`src/rtl/reg_dest_file_pkg.sv`:
```
// Shared CPU definitions: register-select codes, register indices and default widths.
// Destination-select codes use the same values as the source-select codes.
package reg_dest_file_pkg;

    localparam int DATA_W_DEF = 16;
    localparam int NREGS_DEF  = 8;
    localparam int IDX_W      = 3;

    localparam logic [2:0] SEL_FIELD = 3'd0;
    localparam logic [2:0] SEL_R0    = 3'd1;
    localparam logic [2:0] SEL_R1    = 3'd2;
    localparam logic [2:0] SEL_R3    = 3'd3;
    localparam logic [2:0] SEL_R6    = 3'd4;
    localparam logic [2:0] SEL_R7    = 3'd5;
    localparam logic [2:0] SEL_R2    = 3'd6;
    localparam logic [2:0] SEL_NONE  = 3'd7;

    localparam logic [2:0] R0 = 3'd0;
    localparam logic [2:0] R1 = 3'd1;
    localparam logic [2:0] R2 = 3'd2;
    localparam logic [2:0] R3 = 3'd3;
    localparam logic [2:0] R6 = 3'd6;
    localparam logic [2:0] R7 = 3'd7;

    typedef enum logic {
        DUMP_IDLE = 1'b0,
        DUMP_RUN  = 1'b1
    } dump_state_t;

endpackage

```
`src/rtl/reg_dest_decode.sv`:
```
// Destination-select decode: maps the 3-bit select code to a register index.
// Reusable by the hazard logic; wr_active is low only for the "no destination" code.
module reg_dest_decode
    import reg_dest_file_pkg::*;
(
    input  logic [2:0] wr_sel,
    input  logic [2:0] wr_field,
    output logic [2:0] wr_idx,
    output logic       wr_active
);

    always_comb begin
        wr_idx    = R0;
        wr_active = 1'b1;
        case (wr_sel)
            SEL_FIELD: wr_idx = wr_field;
            SEL_R0:    wr_idx = R0;
            SEL_R1:    wr_idx = R1;
            SEL_R3:    wr_idx = R3;
            SEL_R6:    wr_idx = R6;
            SEL_R7:    wr_idx = R7;
            SEL_R2:    wr_idx = R2;
            default:   wr_active = 1'b0;
        endcase
    end

endmodule

```
`src/rtl/reg_dest_file.sv`:
```
// Register file endpoint: decoded write port, two bypassed read ports and a
// sequential dump engine that streams every register out one per cycle.
//
// state     | meaning
// DUMP_IDLE | no dump in progress; dump outputs held at 0
// DUMP_RUN  | a dump beat is on the outputs; advance until index NREGS-1 is shown
module reg_dest_file
    import reg_dest_file_pkg::*;
#(
    parameter int DATA_W = DATA_W_DEF,
    parameter int NREGS  = NREGS_DEF
) (
    input  logic              clk,
    input  logic              rst_n,
    input  logic              wr_en,
    input  logic [2:0]        wr_sel,
    input  logic [2:0]        wr_field,
    input  logic [DATA_W-1:0] wr_data,
    input  logic [2:0]        rd_addr_a,
    input  logic [2:0]        rd_addr_b,
    output logic [DATA_W-1:0] rd_data_a,
    output logic [DATA_W-1:0] rd_data_b,
    output logic [2:0]        wr_idx,
    input  logic              dump_start,
    output logic              dump_busy,
    output logic              dump_valid,
    output logic [2:0]        dump_idx,
    output logic [DATA_W-1:0] dump_data
);

    localparam logic [2:0] LAST_IDX = 3'(NREGS - 1);

    logic [DATA_W-1:0] regs [NREGS];
    logic              wr_active;
    logic              wr_go;

    dump_state_t       state, state_next;
    logic              valid_next;
    logic [2:0]        idx_next;
    logic [DATA_W-1:0] data_next;

    reg_dest_decode u_decode (
        .wr_sel    (wr_sel),
        .wr_field  (wr_field),
        .wr_idx    (wr_idx),
        .wr_active (wr_active)
    );

    assign wr_go = wr_en && wr_active;

    always_ff @(posedge clk or negedge rst_n) begin
        if (!rst_n) begin
            for (int i = 0; i < NREGS; i++) regs[i] <= '0;
        end else if (wr_go) begin
            regs[wr_idx] <= wr_data;
        end
    end

    assign rd_data_a = (wr_go && (rd_addr_a == wr_idx)) ? wr_data : regs[rd_addr_a];
    assign rd_data_b = (wr_go && (rd_addr_b == wr_idx)) ? wr_data : regs[rd_addr_b];

    // The beat for index 0 is captured on the start edge, so the first valid
    // cycle is the one right after dump_start is sampled.
    always_comb begin
        state_next = state;
        valid_next = 1'b0;
        idx_next   = 3'd0;
        data_next  = '0;
        case (state)
            DUMP_IDLE: begin
                if (dump_start) begin
                    state_next = DUMP_RUN;
                    valid_next = 1'b1;
                    idx_next   = 3'd0;
                    data_next  = regs[0];
                end
            end
            DUMP_RUN: begin
                if (dump_idx == LAST_IDX) begin
                    state_next = DUMP_IDLE;
                end else begin
                    valid_next = 1'b1;
                    idx_next   = dump_idx + 3'd1;
                    data_next  = regs[idx_next];
                end
            end
            default: state_next = DUMP_IDLE;
        endcase
    end

    always_ff @(posedge clk or negedge rst_n) begin
        if (!rst_n) begin
            state      <= DUMP_IDLE;
            dump_valid <= 1'b0;
            dump_idx   <= 3'd0;
            dump_data  <= '0;
        end else begin
            state      <= state_next;
            dump_valid <= valid_next;
            dump_idx   <= idx_next;
            dump_data  <= data_next;
        end
    end

    assign dump_busy = (state == DUMP_RUN);

endmodule

```
`config.mk`:
```
export PLATFORM = sky130hd
export DESIGN_NAME = reg_dest_file
export DESIGN_NICKNAME = d
export VERILOG_FILES = /design/src/rtl/reg_dest_file_pkg.sv /design/src/rtl/reg_dest_decode.sv /design/src/rtl/reg_dest_file.sv
export SDC_FILE = /design/constraint.sdc
export NUM_CORES = 1
export LEC_CHECK = 0
export CORE_MARGIN = 4
export CORE_UTILIZATION = 59
export CTS_CLUSTER_SIZE = 40
export DETAILED_ROUTE_END_ITERATION = 10
export PLACE_DENSITY_LB_ADDON = 0.25
export SYNTH_ARGS = -nofsm -noshare
export SYNTH_HDL_FRONTEND = slang
export SYNTH_HIERARCHICAL = 1
export SYNTH_SLANG_ARGS = --single-unit
export TNS_END_PERCENT = 50
```
`constraint.sdc`:
```
create_clock -name clk -period 2.94 [get_ports clk]
set_input_delay 0.588 -clock clk [delete_from_list [all_inputs] [get_ports clk]]
set_output_delay 0.588 -clock clk [all_outputs]
set_load 0.05 [all_outputs]
```
==> summary.md, run 1 <==
| Metric | Value |
|---|---|
| Outcome | finished, final reports clean |
| Dpl cells | 918 |
| Largest net degree at the start of global routing | 62 |
| Crit-path cells | clkdlybuf4s50_1, xnor2_2, nand4_4, buf_12, mux2_4, buf_12 |
| CP delay by family, top | buffers and inverters |
| Global route overflow | 0 |
| Worst slew pin tran | 695.1 ps |
| Post-synth ARST share | 1.000 |
| First-pass GRT wire length | 41660 um |
| Worst setup margin | 24.41 ps |
| Clk_lat worst skew | 420 ps |
| CP Buf/Inv Count | 3 |
| Clk buf depth | 2 |
| Setup crit start kind | input port |
| Sink Count | 148 |
| Post-Route WL | 27030 um |
| Routability congestion estimate | 0.8537 |
| Avg Cell Area, Syn | 14.70 um^2 |
| TritonCTS clock tree | done |
| # IOs | 88 |
| Crit Path Class | input port to output port |
| Final hold violations | 0 |
| EDFF count, synth | 0 |
| Pins over their slew limit | 0 |
| ANT nets after route | 0 |
| Cell mode on critical path | buf_12 |
| Top FF cell, synth | dfrtp_1 |
| Number of max-cap violations | 0 |
| Layout area overhead | 24.95% |
| Static Leak | 5.064 nW |
| Starting Density | 0.6102 |
| Core area | 0.01537 mm^2 |
| Net count after synthesis | 672 |
| Non-filler instance count after layout | 960 |
| WP data required | 2350 ps |
| Residual DRC | 0 |
| Pre-antenna DRT Iters | 5 |
| Diode count | 0 |
| Tot GR Track Use | 0.3086 |
| Clk root buf | clkbuf_16 |
| Vias in the first global route | 7069 |
| Fin util | 0.7624 |
| Share of layout cells above drive strength 1 | 0.4820 |
| Part of the cycle the worst path needs | 0.9917 |
| H-tree level count | 4 |
| Num CTS Buffers | 17 |
| Reg clk slew, reported paths | 60 ps |
| PD cells | 994.2 mW/mm^2 |
| CP endpoint kind | output port |
| Initial antenna violation count | 0 |
| #FFs+latches synth | 148 |
| Via/cell ratio | 6.914 |
| Die height | 134.1 um |
| Crit-path slowest cell | clkdlybuf4s50_1 |
| Worst Path Arrival | 2330 ps |
| Post-layout nets | 770 |
| Syn Std Cell Area | 0.009379 mm^2 |
| Total power | 0.01165 W |
| Most frequent cells in the layout | mux2_2 (163), dfrtp_1 (147), mux4_1 (58), buf_4 (42), clkdlybuf4s50_1 (41) |
| Most common cell after layout, fill and taps aside | mux2_2 |
| Syn. warnings | 6 |
| Seq/Total Area, Yosys | 0.3949 |
| Synth cell types | 35 |
| Cell count along the critical path | 6 |
| Routed vias | 6637 |
| Critical path peak fanout | 7 |
| Detailed Place HPWL | 16740 um |
| Row count | 45 |
| Min cycle time layout | 2916 ps |
| Port Buffers | 87 |
| Min-delay worst type | input port to asynchronous set/reset pin |
| Max Fclk | 343.0 MHz |
| Clk_skew | 4.787 ps |
| Post-Synthesis Cells | 638 |
| Endpoints failing setup | 0 |
| RSZ-0062 raised after global routing | yes |
| Die Area | 0.01798 mm^2 |
| Drt wl/cell | 28.16 um |
| Slowest cell delay on critical path | 520 ps |
| Initial detailed-routing violation count | 598 |
| Reg2reg path depth | 5 |
| Die width | 134.1 um |
| Dpl ws | -381.2 ps |
| Final setup TNS | 0 ps |
| Peak supply drop | 673.5 uV |
| Max transition margin | 0.5366 |
==> path summary, 6_finish.rpt <==
path                       slack (ps)                 endpoint             startpoint
hold / removal                     70     regs[32]$_DFFE_PN0P_                  rst_n
min in group clk                  530    regs[109]$_DFFE_PN0P_  regs[109]$_DFFE_PN0P_
setup reg to reg                  460  dump_data[15]$_DFF_PN0_  dump_idx[1]$_DFF_PN0_
max in group asynchronous        1900     regs[15]$_DFFE_PN0P_                  rst_n
hold reg to reg                   530    regs[109]$_DFFE_PN0P_  regs[109]$_DFFE_PN0P_
setup / recovery                   20            rd_data_b[15]           rd_addr_b[2]
==> stage by stage <==
step | cell area (um^2) | hold slack (ps)
floorplan | 9402 | 292.4
global placement | 10690 | 498.8
detailed placement | 10690 | 516.1
CTS | 11700 | 94.68
global route | 11720 | 106.6
finish | 11720 | 73.22
==> synthesized netlist by cell type (3+ instances only) <==
library cell	count	area [um^2]
clkbuf_1	24	90.09
buf_4	4	30.03
dfrtp_1	148	3704
xnor2_1	6	52.55
o22ai_1	9	56.30
mux2_4	26	390.4
buf_1	19	71.32
mux2_1	20	225.2
a211oi_1	7	52.55
buf_2	14	70.07
o31ai_1	9	67.56
a2111oi_0	7	61.31
o41ai_1	7	61.31
nand2_1	19	71.32
mux4_1	58	1524
nor2b_1	22	137.6
nand2b_1	5	31.28
buf_8	4	60.06
mux4_2	22	495.5
nor2_1	18	67.56
inv_1	3	11.26
a21oi_1	3	15.01
mux2_2	164	1847
==> final cells by class <==
class                      count  area, um^2
timing repair buffer         148        1673
multi-input combinational    418        5403
clock inverter                 8       171.4
tap                          211       264.0
inverter                       3       11.26
fill                         864        3652
sequential                   148        3705
clock buffer                  24       491.7
==> power breakdown <==
part	internal, W	switching, W	total (W)	leakage (nW)
sequential	0.00274	0.000600	0.00334	1.79
clock	0.00160	0.000851	0.00245	0.321
combinational	0.00284	0.00302	0.00586	2.95
total	0.00718	0.00447	0.0117	5.06
==> routing by layer <==
layer | GRT usage | wire, um
met1 | 0.3839 | 10070
met2 | 0.5174 | 13640
met3 | 0.07389 | 2217
met4 | 0.1380 | 1096
met5 | 0 | 0
==> flip-flops by register name, indices dropped and copies added, names as in the netlist <==
register and cells:
dump_busy 1, regs 128, dump_idx 3, dump_data 16
==> cell families (layout without fill, tap and decap cells) <==
family	count (synthesis)	count (layout)	share of synthesized area
adders and majority gates	2	2	0.002668
xor gates and xnor gates	6	6	0.005603
buffers and inverters	72	183	0.04216
AOI/OAI and AO/OA	44	44	0.03455
and+or+nand+nor	76	76	0.04229
DFF	148	148	0.3949
muxes	290	290	0.4779
==> what timing repair did <==
item                                    in CTS  in global routing
cloned                                       4                  0
pin swaps                                   13                  8
resized for setup                           56                 20
hold buffers                                 0                  0
endpoints found under the setup margin      32                 32
buffers inserted                             6                  1
(Power assumes the default switching activity.)
==> inputs of run 2 (changes only) <==
Settings changed: CORE_MARGIN 4 to not set, CORE_UTILIZATION 59 to 40.
==> summary.md, run 2 (same netlist as run 1, synthesis figures left out) <==
| Metric | Value |
|---|---|
| Via/cell ratio | 5.930 (was 6.914) |
| Layout area overhead | 24.45% (was 24.95%) |
| Tot GR Track Use | 0.2282 (was 0.3086) |
| Clk pwr share | 0.203 (was 0.210) |
| Final hold violations | 0 (unchanged) |
| Top reg by flops | regs (unchanged) |
| Flop pwr share | 0.292 (was 0.287) |
| Reg clk slew, reported paths | 60 ps (about the same) |
| Sink Count | 148 (unchanged) |
| Post-Route WL | 26340 um (was 27030 um) |
| First-pass GRT wire length | 39940 um (was 41660 um) |
| Clk_skew | 5.771 ps (was 4.787 ps) |
| Residual DRC | 0 (unchanged) |
| Global route overflow | 0 (unchanged) |
| Diode count | 0 (unchanged) |
| Logic pwr share | 0.505 (was 0.503) |
| Post-layout nets | 759 (was 770) |
| Fin util | 0.5109 (was 0.7624) |
| Switching Share | 0.3879 (was 0.3838) |
| H-tree level count | 4 (unchanged) |
| TritonCTS clock tree | done (unchanged) |
| Num CTS Buffers | 17 (unchanged) |
| Row count | 55 (was 45) |
| Die width | 155.1 um (was 134.1 um) |
| Port Buffers | 87 (unchanged) |
| Clk buf depth | 2 (unchanged) |
| CP Buf/Inv Count | 3 (unchanged) |
| Crit-path cells | dlygate4sd2_1, nor3b_2, a21oi_2, o21ai_4, xnor2_2, nand4_4, buf_6, mux2_4, buf_8 (was clkdlybuf4s50_1, xnor2_2, nand4_4, buf_12, mux2_4, buf_12) |
| Detailed Place HPWL | 15710 um (was 16740 um) |
| Slowest cell delay on critical path | 330 ps (was 520 ps) |
| Endpoints failing setup | 0 (unchanged) |
| Total power | 0.01133 W (was 0.01165 W) |
| Worst slew pin tran | 837.4 ps (was 695.1 ps) |
| Most frequent cells in the layout | mux2_2 (163), dfrtp_1 (147), mux4_1 (58), buf_4 (42), clkdlybuf4s50_1 (41) (unchanged) |
| Die Area | 0.02406 mm^2 (was 0.01798 mm^2) |
| Routed vias | 6226 (was 6637) |
| Switch Pwr | 0.004394 W (was 0.004471 W) |
| Die height | 155.1 um (was 134.1 um) |
| Final setup TNS | 0 ps (unchanged) |
| Min-delay worst type | input port to asynchronous set/reset pin (unchanged) |
| Setup crit start kind | input port (unchanged) |
| Share of layout cells above drive strength 1 | 0.4749 (was 0.4820) |
| Most common cell after layout, fill and taps aside | mux2_2 (unchanged) |
| Max Fclk | 344.0 MHz (was 343.0 MHz) |
| Crit Path Class | input port to output port (unchanged) |
| Max transition margin | 0.4418 (was 0.5366) |
| Static Leak | 4.962 nW (was 5.064 nW) |
| Largest net degree at the start of global routing | 75 (was 62) |
| Worst-case hold slack | 193.0 ps (was 73.22 ps) |
| Pins over their slew limit | 0 (unchanged) |
| P_int | 0.006933 W (was 0.007179 W) |
| Vias in the first global route | 6431 (was 7069) |
| Initial antenna violation count | 0 (unchanged) |
| Drt wl/cell | 25.08 um (was 28.16 um) |
| CP delay by family, top | buffers and inverters (unchanged) |
| WP data required | 2350 ps (about the same) |
| Min cycle time layout | 2907 ps (was 2916 ps) |
| Outcome | finished, final reports clean (unchanged) |
| Peak supply drop | 525.3 uV (was 673.5 uV) |
| Part of the cycle the worst path needs | 0.9888 (was 0.9917) |
| Worst Path Arrival | 2320 ps (was 2330 ps) |
| # IOs | 88 (unchanged) |
| Clk_lat worst skew | 440 ps (was 420 ps) |
| Cts hold-fix bufs | 0 (unchanged) |
| FILL cells | 1894 (was 864) |
| ANT nets after route | 0 (unchanged) |
| Initial detailed-routing violation count | 480 (was 598) |
| Pre-antenna DRT Iters | 6 (was 5) |
| Critical path peak fanout | 8 (was 7) |
| PD cells | 970.5 mW/mm^2 (was 994.2 mW/mm^2) |
| Clk root buf | clkbuf_16 (unchanged) |
| Crit-path slowest cell | mux2_4 (was clkdlybuf4s50_1) |
| Largest registers | regs (128), dump_data (16), dump_idx (3) (unchanged) |
| Starting Density | 0.4105 (was 0.6102) |
| Routability congestion estimate | 0.7673 (was 0.8537) |
| Core area | 0.02285 mm^2 (was 0.01537 mm^2) |
| Number of max-cap violations | 0 (unchanged) |
| CP endpoint kind | output port (unchanged) |
| Largest register FFs | 128 (unchanged) |
-- run 2: cell types whose count changed in the layout (fill, tap and decap cells not counted), sizes merged --
cell	previous run	this run
clkdlybuf4s15	1	0
clkinv	2	5
dlymetal6s2s	0	1
bufinv	5	4
buf	98	86
clkbuf	28	23
clkinvlp	1	3
inv	3	4
-- run 2: power by group through the flow --
stage | clock, W | sequential, W | combinational, W
floorplan | 0 | 0.00359 | 0.00364
global placement | 0 | 0.00322 | 0.00556
detailed placement | 0 | 0.00331 | 0.00564
CTS | 0.00233 | 0.00328 | 0.00576
global route | 0.00243 | 0.00340 | 0.00602
finish | 0.00230 | 0.00330 | 0.00572
-- run 2: layout make-up --
cell class / instances / area [um^2] / area share
Multi-Input combinational cell: 418 / 5361 / 0.4593
Sequential cell: 148 / 3705 / 0.3174
Timing Repair Buffer: 137 / 1590 / 0.1362
Clock buffer: 18 / 429.2 / 0.03677
Tap cell: 313 / 391.6 / 0.03355
Clock inverter: 13 / 183.9 / 0.01576
Inverter: 3 / 11.26 / 0.0009647
-- run 2: worst paths after layout --
check | startpoint | end | slack, ps | cells past startpoint
hold reg to reg | regs[111]$_DFFE_PN0P_ | regs[111]$_DFFE_PN0P_ | 540 | 1
setup / recovery | wr_field[1] | rd_data_a[10] | 30 | 9
max in group asynchronous | rst_n | regs[41]$_DFFE_PN0P_ | 1820 | 2
setup reg to reg | dump_idx[0]$_DFF_PN0_ | dump_data[2]$_DFF_PN0_ | 710 | 6
min in group clk | regs[111]$_DFFE_PN0P_ | regs[111]$_DFFE_PN0P_ | 540 | 1
hold / removal | rst_n | regs[0]$_DFFE_PN0P_ | 190 | 1
-- run 2: routing by layer --
layer / wire (um) / up-vias / track usage / part of all wire
li1: - / 2683 / - / -
met1: 11430 / 3288 / 0.2997 / 0.43
met2: 13250 / 212 / 0.3859 / 0.50
met3: 1244 / 43 / 0.03788 / 0.047
met4: 415 / 0 / 0.07214 / 0.016
met5: 0 / - / 0 / 0
-- run 2: metrics by stage --
step / area (um^2) / std cells / setup slack, ps
global placement: 10880 / 1015 / -223.2
finish: 11670 / 1050 / 32.98
floorplan: 9402 / 638 / 10.11
global route: 11670 / 1050 / -5.689
CTS: 11730 / 1052 / 0.6120
detailed placement: 10880 / 1015 / -290.6
-- run 2: repair_timing --
item                                    4_1_cts  5_1_grt
buffers inserted                              3        0
pin swaps                                     6        7
gates resized for setup                      37       11
endpoints found under the setup margin       32       32
cloned                                        3        0
